## src/rtl/adpll_tx_serializer.sv

```systemverilog
// adpll_tx_serializer: buffers baseband payload bytes in a small FIFO and serialises them
// onto data_mod, one bit per SYM_CYCLES clk, while adpll_ctr0 is locked in TX mode.
// Latency: a push is popped 1 clk later at the earliest, and the first bit shows 1 clk after the pop.
// Backpressure: byte_ready low when idle or FIFO full; a pop never frees a slot in the same cycle.
// Ports:
//   clk, rst_n                      clock and synchronous active-low reset
//   en, adpll_mode, channel_lock    arming inputs (armed = en & TX mode & lock)
//   byte_data/byte_valid/byte_ready payload byte handshake
//   data_mod, sym_strobe            registered modulation bit and its 1-clk update pulse
//   busy, underrun, fifo_level      status: shifting, byte ended with empty FIFO, occupancy
module adpll_tx_serializer #(
    parameter int SYM_CYCLES = 32,
    parameter int FIFO_DEPTH = 4,
    parameter bit LSB_FIRST  = 1'b1
) (
    input  logic                          clk,
    input  logic                          rst_n,
    input  logic                          en,
    input  logic [1:0]                    adpll_mode,
    input  logic                          channel_lock,
    input  logic [7:0]                    byte_data,
    input  logic                          byte_valid,
    output logic                          byte_ready,
    output logic                          data_mod,
    output logic                          sym_strobe,
    output logic                          busy,
    output logic                          underrun,
    output logic [$clog2(FIFO_DEPTH):0]   fifo_level
);
    localparam int PW  = $clog2(FIFO_DEPTH);
    localparam int LW  = PW + 1;
    localparam int SCW = $clog2(SYM_CYCLES);
    localparam logic [1:0] MODE_TX = 2'd3;

    typedef enum logic [1:0] {IDLE, READY, SHIFT} state_t;

    state_t           state_q, state_d;
    logic [PW-1:0]    wr_ptr_q, wr_ptr_d;
    logic [PW-1:0]    rd_ptr_q, rd_ptr_d;
    logic [LW-1:0]    level_q, level_d;
    logic [7:0]       shreg_q, shreg_d;
    logic [SCW-1:0]   sym_cnt_q, sym_cnt_d;
    logic [2:0]       bit_cnt_q, bit_cnt_d;
    logic             data_mod_q, data_mod_d;
    logic             strobe_q, strobe_d;
    logic             underrun_q, underrun_d;
    logic [7:0]       mem_q [FIFO_DEPTH];

    logic             armed;
    logic             push;
    logic             pop;
    logic             mem_we;
    logic [7:0]       head;

    assign armed      = en & (adpll_mode == MODE_TX) & channel_lock;
    assign byte_ready = (state_q != IDLE) && (level_q < LW'(FIFO_DEPTH));
    assign push       = byte_valid & byte_ready;
    assign head       = mem_q[rd_ptr_q];

    assign data_mod   = data_mod_q;
    assign sym_strobe = strobe_q;
    assign underrun   = underrun_q;
    assign busy       = (state_q == SHIFT);
    assign fifo_level = level_q;

    always_comb begin
        state_d    = state_q;
        wr_ptr_d   = wr_ptr_q;
        rd_ptr_d   = rd_ptr_q;
        level_d    = level_q;
        shreg_d    = shreg_q;
        sym_cnt_d  = sym_cnt_q;
        bit_cnt_d  = bit_cnt_q;
        data_mod_d = data_mod_q;
        strobe_d   = 1'b0;
        underrun_d = 1'b0;
        pop        = 1'b0;
        mem_we     = 1'b0;

        if (!armed) begin
            // Disarm aborts everything immediately, including a byte in flight.
            state_d    = IDLE;
            wr_ptr_d   = '0;
            rd_ptr_d   = '0;
            level_d    = '0;
            shreg_d    = '0;
            sym_cnt_d  = '0;
            bit_cnt_d  = '0;
            data_mod_d = 1'b0;
        end else begin
            unique case (state_q)
                IDLE: state_d = READY;
                READY: begin
                    data_mod_d = 1'b0;
                    sym_cnt_d  = '0;
                    bit_cnt_d  = '0;
                    if (level_q != '0) begin
                        pop     = 1'b1;
                        state_d = SHIFT;
                    end
                end
                SHIFT: begin
                    if (sym_cnt_q == SCW'(SYM_CYCLES - 1)) begin
                        sym_cnt_d = '0;
                        if (bit_cnt_q != 3'd7) begin
                            bit_cnt_d  = bit_cnt_q + 3'd1;
                            data_mod_d = LSB_FIRST ? shreg_q[0] : shreg_q[7];
                            shreg_d    = LSB_FIRST ? {1'b0, shreg_q[7:1]} : {shreg_q[6:0], 1'b0};
                            strobe_d   = 1'b1;
                        end else if (level_q != '0) begin
                            pop = 1'b1;
                        end else begin
                            state_d    = READY;
                            underrun_d = 1'b1;
                            data_mod_d = 1'b0;
                            bit_cnt_d  = '0;
                            shreg_d    = '0;
                        end
                    end else begin
                        sym_cnt_d = sym_cnt_q + SCW'(1);
                    end
                end
                default: state_d = IDLE;
            endcase

            // A pop loads the head byte: its first bit goes out now, the rest stays in shreg.
            if (pop) begin
                data_mod_d = LSB_FIRST ? head[0] : head[7];
                shreg_d    = LSB_FIRST ? {1'b0, head[7:1]} : {head[6:0], 1'b0};
                strobe_d   = 1'b1;
                sym_cnt_d  = '0;
                bit_cnt_d  = '0;
                rd_ptr_d   = rd_ptr_q + PW'(1);
            end

            if (push) begin
                mem_we   = 1'b1;
                wr_ptr_d = wr_ptr_q + PW'(1);
            end

            if (push && !pop) begin
                level_d = level_q + LW'(1);
            end else if (pop && !push) begin
                level_d = level_q - LW'(1);
            end
        end
    end

    always_ff @(posedge clk) begin
        if (!rst_n) begin
            state_q    <= IDLE;
            wr_ptr_q   <= '0;
            rd_ptr_q   <= '0;
            level_q    <= '0;
            shreg_q    <= '0;
            sym_cnt_q  <= '0;
            bit_cnt_q  <= '0;
            data_mod_q <= 1'b0;
            strobe_q   <= 1'b0;
            underrun_q <= 1'b0;
        end else begin
            state_q    <= state_d;
            wr_ptr_q   <= wr_ptr_d;
            rd_ptr_q   <= rd_ptr_d;
            level_q    <= level_d;
            shreg_q    <= shreg_d;
            sym_cnt_q  <= sym_cnt_d;
            bit_cnt_q  <= bit_cnt_d;
            data_mod_q <= data_mod_d;
            strobe_q   <= strobe_d;
            underrun_q <= underrun_d;
        end
    end

    // Storage needs no reset: the pointers and level define which entries are live.
    always_ff @(posedge clk) begin
        if (mem_we) begin
            mem_q[wr_ptr_q] <= byte_data;
        end
    end
endmodule

```

## config.mk

```make
export PLATFORM = sky130hd
export DESIGN_NAME = adpll_tx_serializer
export DESIGN_NICKNAME = d
export VERILOG_FILES = /design/src/rtl/adpll_tx_serializer.sv
export SDC_FILE = /design/constraint.sdc
export NUM_CORES = 1
export LEC_CHECK = 0
export CAP_MARGIN = 0
export CORE_UTILIZATION = 45
export CTS_CLUSTER_DIAMETER = 80
export CTS_CLUSTER_SIZE = 10
export DETAILED_ROUTE_END_ITERATION = 6
export PLACE_DENSITY = 0.75
export RECOVER_POWER = 50
export SLEW_MARGIN = 20
export SYNTH_ARGS = -nofsm -noshare
export SYNTH_HDL_FRONTEND = slang
export SYNTH_SLANG_ARGS = --single-unit
```

## constraint.sdc

```tcl
create_clock -name clk -period 2.96 [get_ports clk]
set_input_delay 0.592 -clock clk [delete_from_list [all_inputs] [get_ports clk]]
set_output_delay 0.592 -clock clk [all_outputs]
set_load 0.05 [all_outputs]
```

==> tab_implementation.tex <==
\begin{tabular}{lr}
\hline
Metric & Value \\
\hline
\multicolumn{2}{l}{\textbf{STA}} \\
Count of pins over their slew limit & 0 \\
Slew HR & 63.4\% \\
Crit path time final & 2.76 ns \\
Finish-stage setup viols & 0 \\
Final sum of negative setup slack & 0 ns \\
Fin. Hold Viols & 0 \\
Post-route clock period utilization & 93.3\% \\
FMAX & 362 MHz \\
Setup repair after global routing missed its margin & false \\
Clk\_skew & 0.00727 ns \\
Measured slew at the worst slew-check pin & 0.550 ns \\
\multicolumn{2}{l}{\textbf{Routing}} \\
Initial DRT Pass Iterations & 4 \\
Number of remaining DRC errors & 0 \\
Drt initial violations & 74 \\
Vias per Instance & 5.36 \\
Total via count after detailed routing & 1663 \\
Antenna-violating nets left & 0 \\
Average wire per standard cell & 14.6 um \\
Total length of routed wires & 4.51 mm \\
\multicolumn{2}{l}{\textbf{Clock network}} \\
Clock latency of the later-clocked register in the worst-skew pair & 0.34 ns \\
Buffer cell driving the clock tree root & sky130\_fd\_sc\_hd\_\_clkbuf\_8 \\
Setup Fix Bufs, Post-CTS & 0 \\
Clock-pin slew on the worst setup and hold paths & 0.07 ns \\
Number of buffers inserted during clock tree synthesis & 9 \\
Level count of the clock H-tree & 3 \\
Number of hold-repair buffers added at the cts stage & 0 \\
CTS-repair resized insts & 0 \\
Sinks on the clock net & 61 \\
Maximum clock insertion buffer count & 2 \\
CTS tree & built \\
\multicolumn{2}{l}{\textbf{Global route}} \\
Antenna violations before repair & 0 \\
GR Util All Layers & 17.6\% \\
Pin count of the biggest net entering global routing & 13 \\
Wire length of the first global-routing pass & 7.76 mm \\
Congestion Overflow GR & 0 \\
Vias in the first global route & 1691 \\
\multicolumn{2}{l}{\textbf{Die}} \\
Core Area & 0.00554 mm2 \\
Initial standard-cell utilization of the core & 47.1\% \\
Vertical extent of the die & 78.2 um \\
Area of the die & 0.00611 mm2 \\
Die width & 78.2 um \\
Row count & 27 \\
Ports placed on the boundary & 23 \\
\multicolumn{2}{l}{\textbf{Placed design}} \\
Number of placed cells counting well taps & 294 \\
Number of buffers added on ports & 22 \\
Post-detail-place hpwl & 3.16 mm \\
Final weighted congestion of routability-driven global placement & 0.778 \\
\multicolumn{2}{l}{\textbf{Synth}} \\
Number of flops mapped to enable cells by yosys & 32 \\
Leading area contributor after synthesis & sky130\_fd\_sc\_hd\_\_edfxtp\_1 \\
Number of synthesized register bits & 61 \\
Sequential area share after synthesis & 59.1\% \\
Post-synthesis instance total & 201 \\
Leading post-synthesis cells by cell area & sky130\_fd\_sc\_hd\_\_edfxtp\_1, sky130\_fd\_sc\_hd\_\_dfxtp\_1, sky130\_fd\_sc\_hd\_\_mux4\_2 \\
Synth async-reset ratio & 0\% \\
Post-Synthesis Net Count & 231 \\
Syn avg cell area & 13.0 um2 \\
Ys Warns & 0 \\
Synth unique cells & 40 \\
Top\_reg\_cell synth & sky130\_fd\_sc\_hd\_\_edfxtp\_1 \\
Cell area after technology mapping & 0.00261 mm2 \\
Area share of the largest cell type after synthesis & 36.8\% \\
\multicolumn{2}{l}{\textbf{Finish}} \\
Layout fillers & 474 \\
Proportion of layout cells with a drive suffix above 1 & 14.3\% \\
NumNets Final & 263 \\
Most frequent cells in the layout & sky130\_fd\_sc\_hd\_\_edfxtp\_1, sky130\_fd\_sc\_hd\_\_dfxtp\_1, sky130\_fd\_sc\_hd\_\_nor2\_1 \\
Number of antenna repair diodes & 0 \\
Final Instance Count excl. Fillers & 310 \\
Area growth from synthesis to final layout & 20.2\% \\
Most common cell after layout, fill and taps aside & sky130\_fd\_sc\_hd\_\_edfxtp\_1 \\
\multicolumn{2}{l}{\textbf{Critical path}} \\
Worst Path Class, Setup & reg -> reg \\
CP Capture Type & flip-flop \\
Worst Path Max Fanout & 3 \\
CP arrival & 3.03 ns \\
Worst R2R Path Depth & 12 \\
Required time of the critical path & 3.23 ns \\
Startpoint kind of the worst setup timing path & flip-flop \\
\multicolumn{2}{l}{\textbf{Status}} \\
Result of the run & finished clean \\
\multicolumn{2}{l}{\textbf{Pwr}} \\
Power density of the placed cells & 549 mW/mm2 \\
Peak ir drop on the vdd network & 334 uV \\
Leakage & 1.10 nW \\
\multicolumn{2}{l}{\textbf{Hold path}} \\
Type of the worst min-delay path & reg -> reg \\
Worst Hold Path Cells & 2 \\
\multicolumn{2}{l}{\textbf{Run}} \\
Maximum capacitance violations & 0 \\
\hline
\end{tabular}
-- cell usage after synthesis, types with 2 or more instances --
master / instances
sky130_fd_sc_hd__and2_1: 2
sky130_fd_sc_hd__nor2_1: 17
sky130_fd_sc_hd__nand4_1: 3
sky130_fd_sc_hd__a221oi_1: 3
sky130_fd_sc_hd__and3_1: 9
sky130_fd_sc_hd__nand2_1: 9
sky130_fd_sc_hd__dfxtp_1: 29
sky130_fd_sc_hd__o31ai_1: 2
sky130_fd_sc_hd__inv_2: 2
sky130_fd_sc_hd__edfxtp_1: 32
sky130_fd_sc_hd__ha_1: 14
sky130_fd_sc_hd__nand3_1: 5
sky130_fd_sc_hd__a21oi_1: 12
sky130_fd_sc_hd__buf_2: 3
sky130_fd_sc_hd__a221o_1: 3
sky130_fd_sc_hd__or3_1: 2
sky130_fd_sc_hd__clkbuf_1: 3
sky130_fd_sc_hd__inv_1: 6
sky130_fd_sc_hd__xnor2_1: 4
sky130_fd_sc_hd__nor3_4: 2
sky130_fd_sc_hd__o21ai_0: 10
sky130_fd_sc_hd__mux4_2: 8
sky130_fd_sc_hd__xor2_1: 4
-- registers in the layout (all words and copies together), names as in the netlist, 2 cells and up, named ones only --
signal / count
rd_ptr_q: 2
mem_q: 32
shreg_q: 7
sym_cnt_q: 5
bit_cnt_q: 3
state_q: 2
wr_ptr_q: 2
fifo_level: 3
-- cells by family after synthesis --
| logic type | Yosys count | synth area share (%) |
|---|---|---|
| AOI/OAI and AO/OA | 36 | 8.92 |
| xor gates and xnor gates | 8 | 2.68 |
| adders and majority gates | 15 | 7.48 |
| buffers and inverters | 15 | 2.35 |
| DFF | 61 | 59.1 |
| muxes | 9 | 7.29 |
| and+or+nand+nor | 57 | 12.2 |
-- path summary, 6_finish.rpt --
path / end / slack, ns / from
hold reg to reg: sym_cnt_q[4] / 0.47 / sym_cnt_q[4]
setup reg to reg: fifo_level[2] / 0.20 / sym_cnt_q[0]
setup / recovery: fifo_level[2] / 0.20 / sym_cnt_q[0]
hold / removal: sym_cnt_q[4] / 0.47 / sym_cnt_q[4]
-- power by group --
group          leakage [nW]  switching [mW]  internal (mW)
Combinational         0.478          0.0145         0.0175
Clock                0.0985           0.328          0.472
Sequential            0.521        0.000402          0.888
Total                  1.10           0.343           1.38
-- final cells by class --
type	instances	area, um2	share of cell area, %
Tap cell	72	90.1	2.87
Sequential cell	61	1540	49.1
Clock buffer	10	128	4.07
Inverter	8	30.0	0.957
Clock inverter	6	87.6	2.79
Timing Repair Buffer	28	258	8.22
Multi-Input combinational cell	125	1000	32.0
-- worst max-delay path, cell delays in order, from the launching register on --
cell and delay [ns]:
sky130_fd_sc_hd__dfxtp_1 0.34, sky130_fd_sc_hd__ha_1 0.21, sky130_fd_sc_hd__and3_1 0.18, sky130_fd_sc_hd__ha_1 0.20, sky130_fd_sc_hd__a31oi_1 0.33, sky130_fd_sc_hd__nor3_4 0.07
sky130_fd_sc_hd__inv_2 0.07, sky130_fd_sc_hd__ha_1 0.17, sky130_fd_sc_hd__inv_1 0.06, sky130_fd_sc_hd__fa_1 0.37, sky130_fd_sc_hd__xor2_1 0.15, sky130_fd_sc_hd__or3_2 0.40
sky130_fd_sc_hd__a21oi_1 0.14
-- through the flow --
step | hold WS [ns] | area, um2 | utilization [%] | power [mW] | worst slack [ns]
2_1_floorplan | 0.436 | 2610 | - | 0.917 | 0.0816
3_3_place_gp | 0.448 | 2930 | 53.0 | 0.942 | 0.303
3_5_place_dp | 0.461 | 2930 | 53.0 | 0.942 | 0.230
4_1_cts | 0.470 | 3150 | 56.8 | 1.74 | 0.207
5_1_grt | 0.488 | 3140 | 56.6 | 1.78 | 0.0390
6_report | 0.471 | 3140 | 56.6 | 1.72 | 0.200
-- per-layer routing --
metal	vias to the layer above	global-route usage [%]	share of wire, %
li1	817	-	-
met1	794	22.0	47
met2	42	26.8	46
met3	10	5.93	4.6
met4	0	9.44	2.4
met5	-	0	0
(Power assumes the default switching activity.)
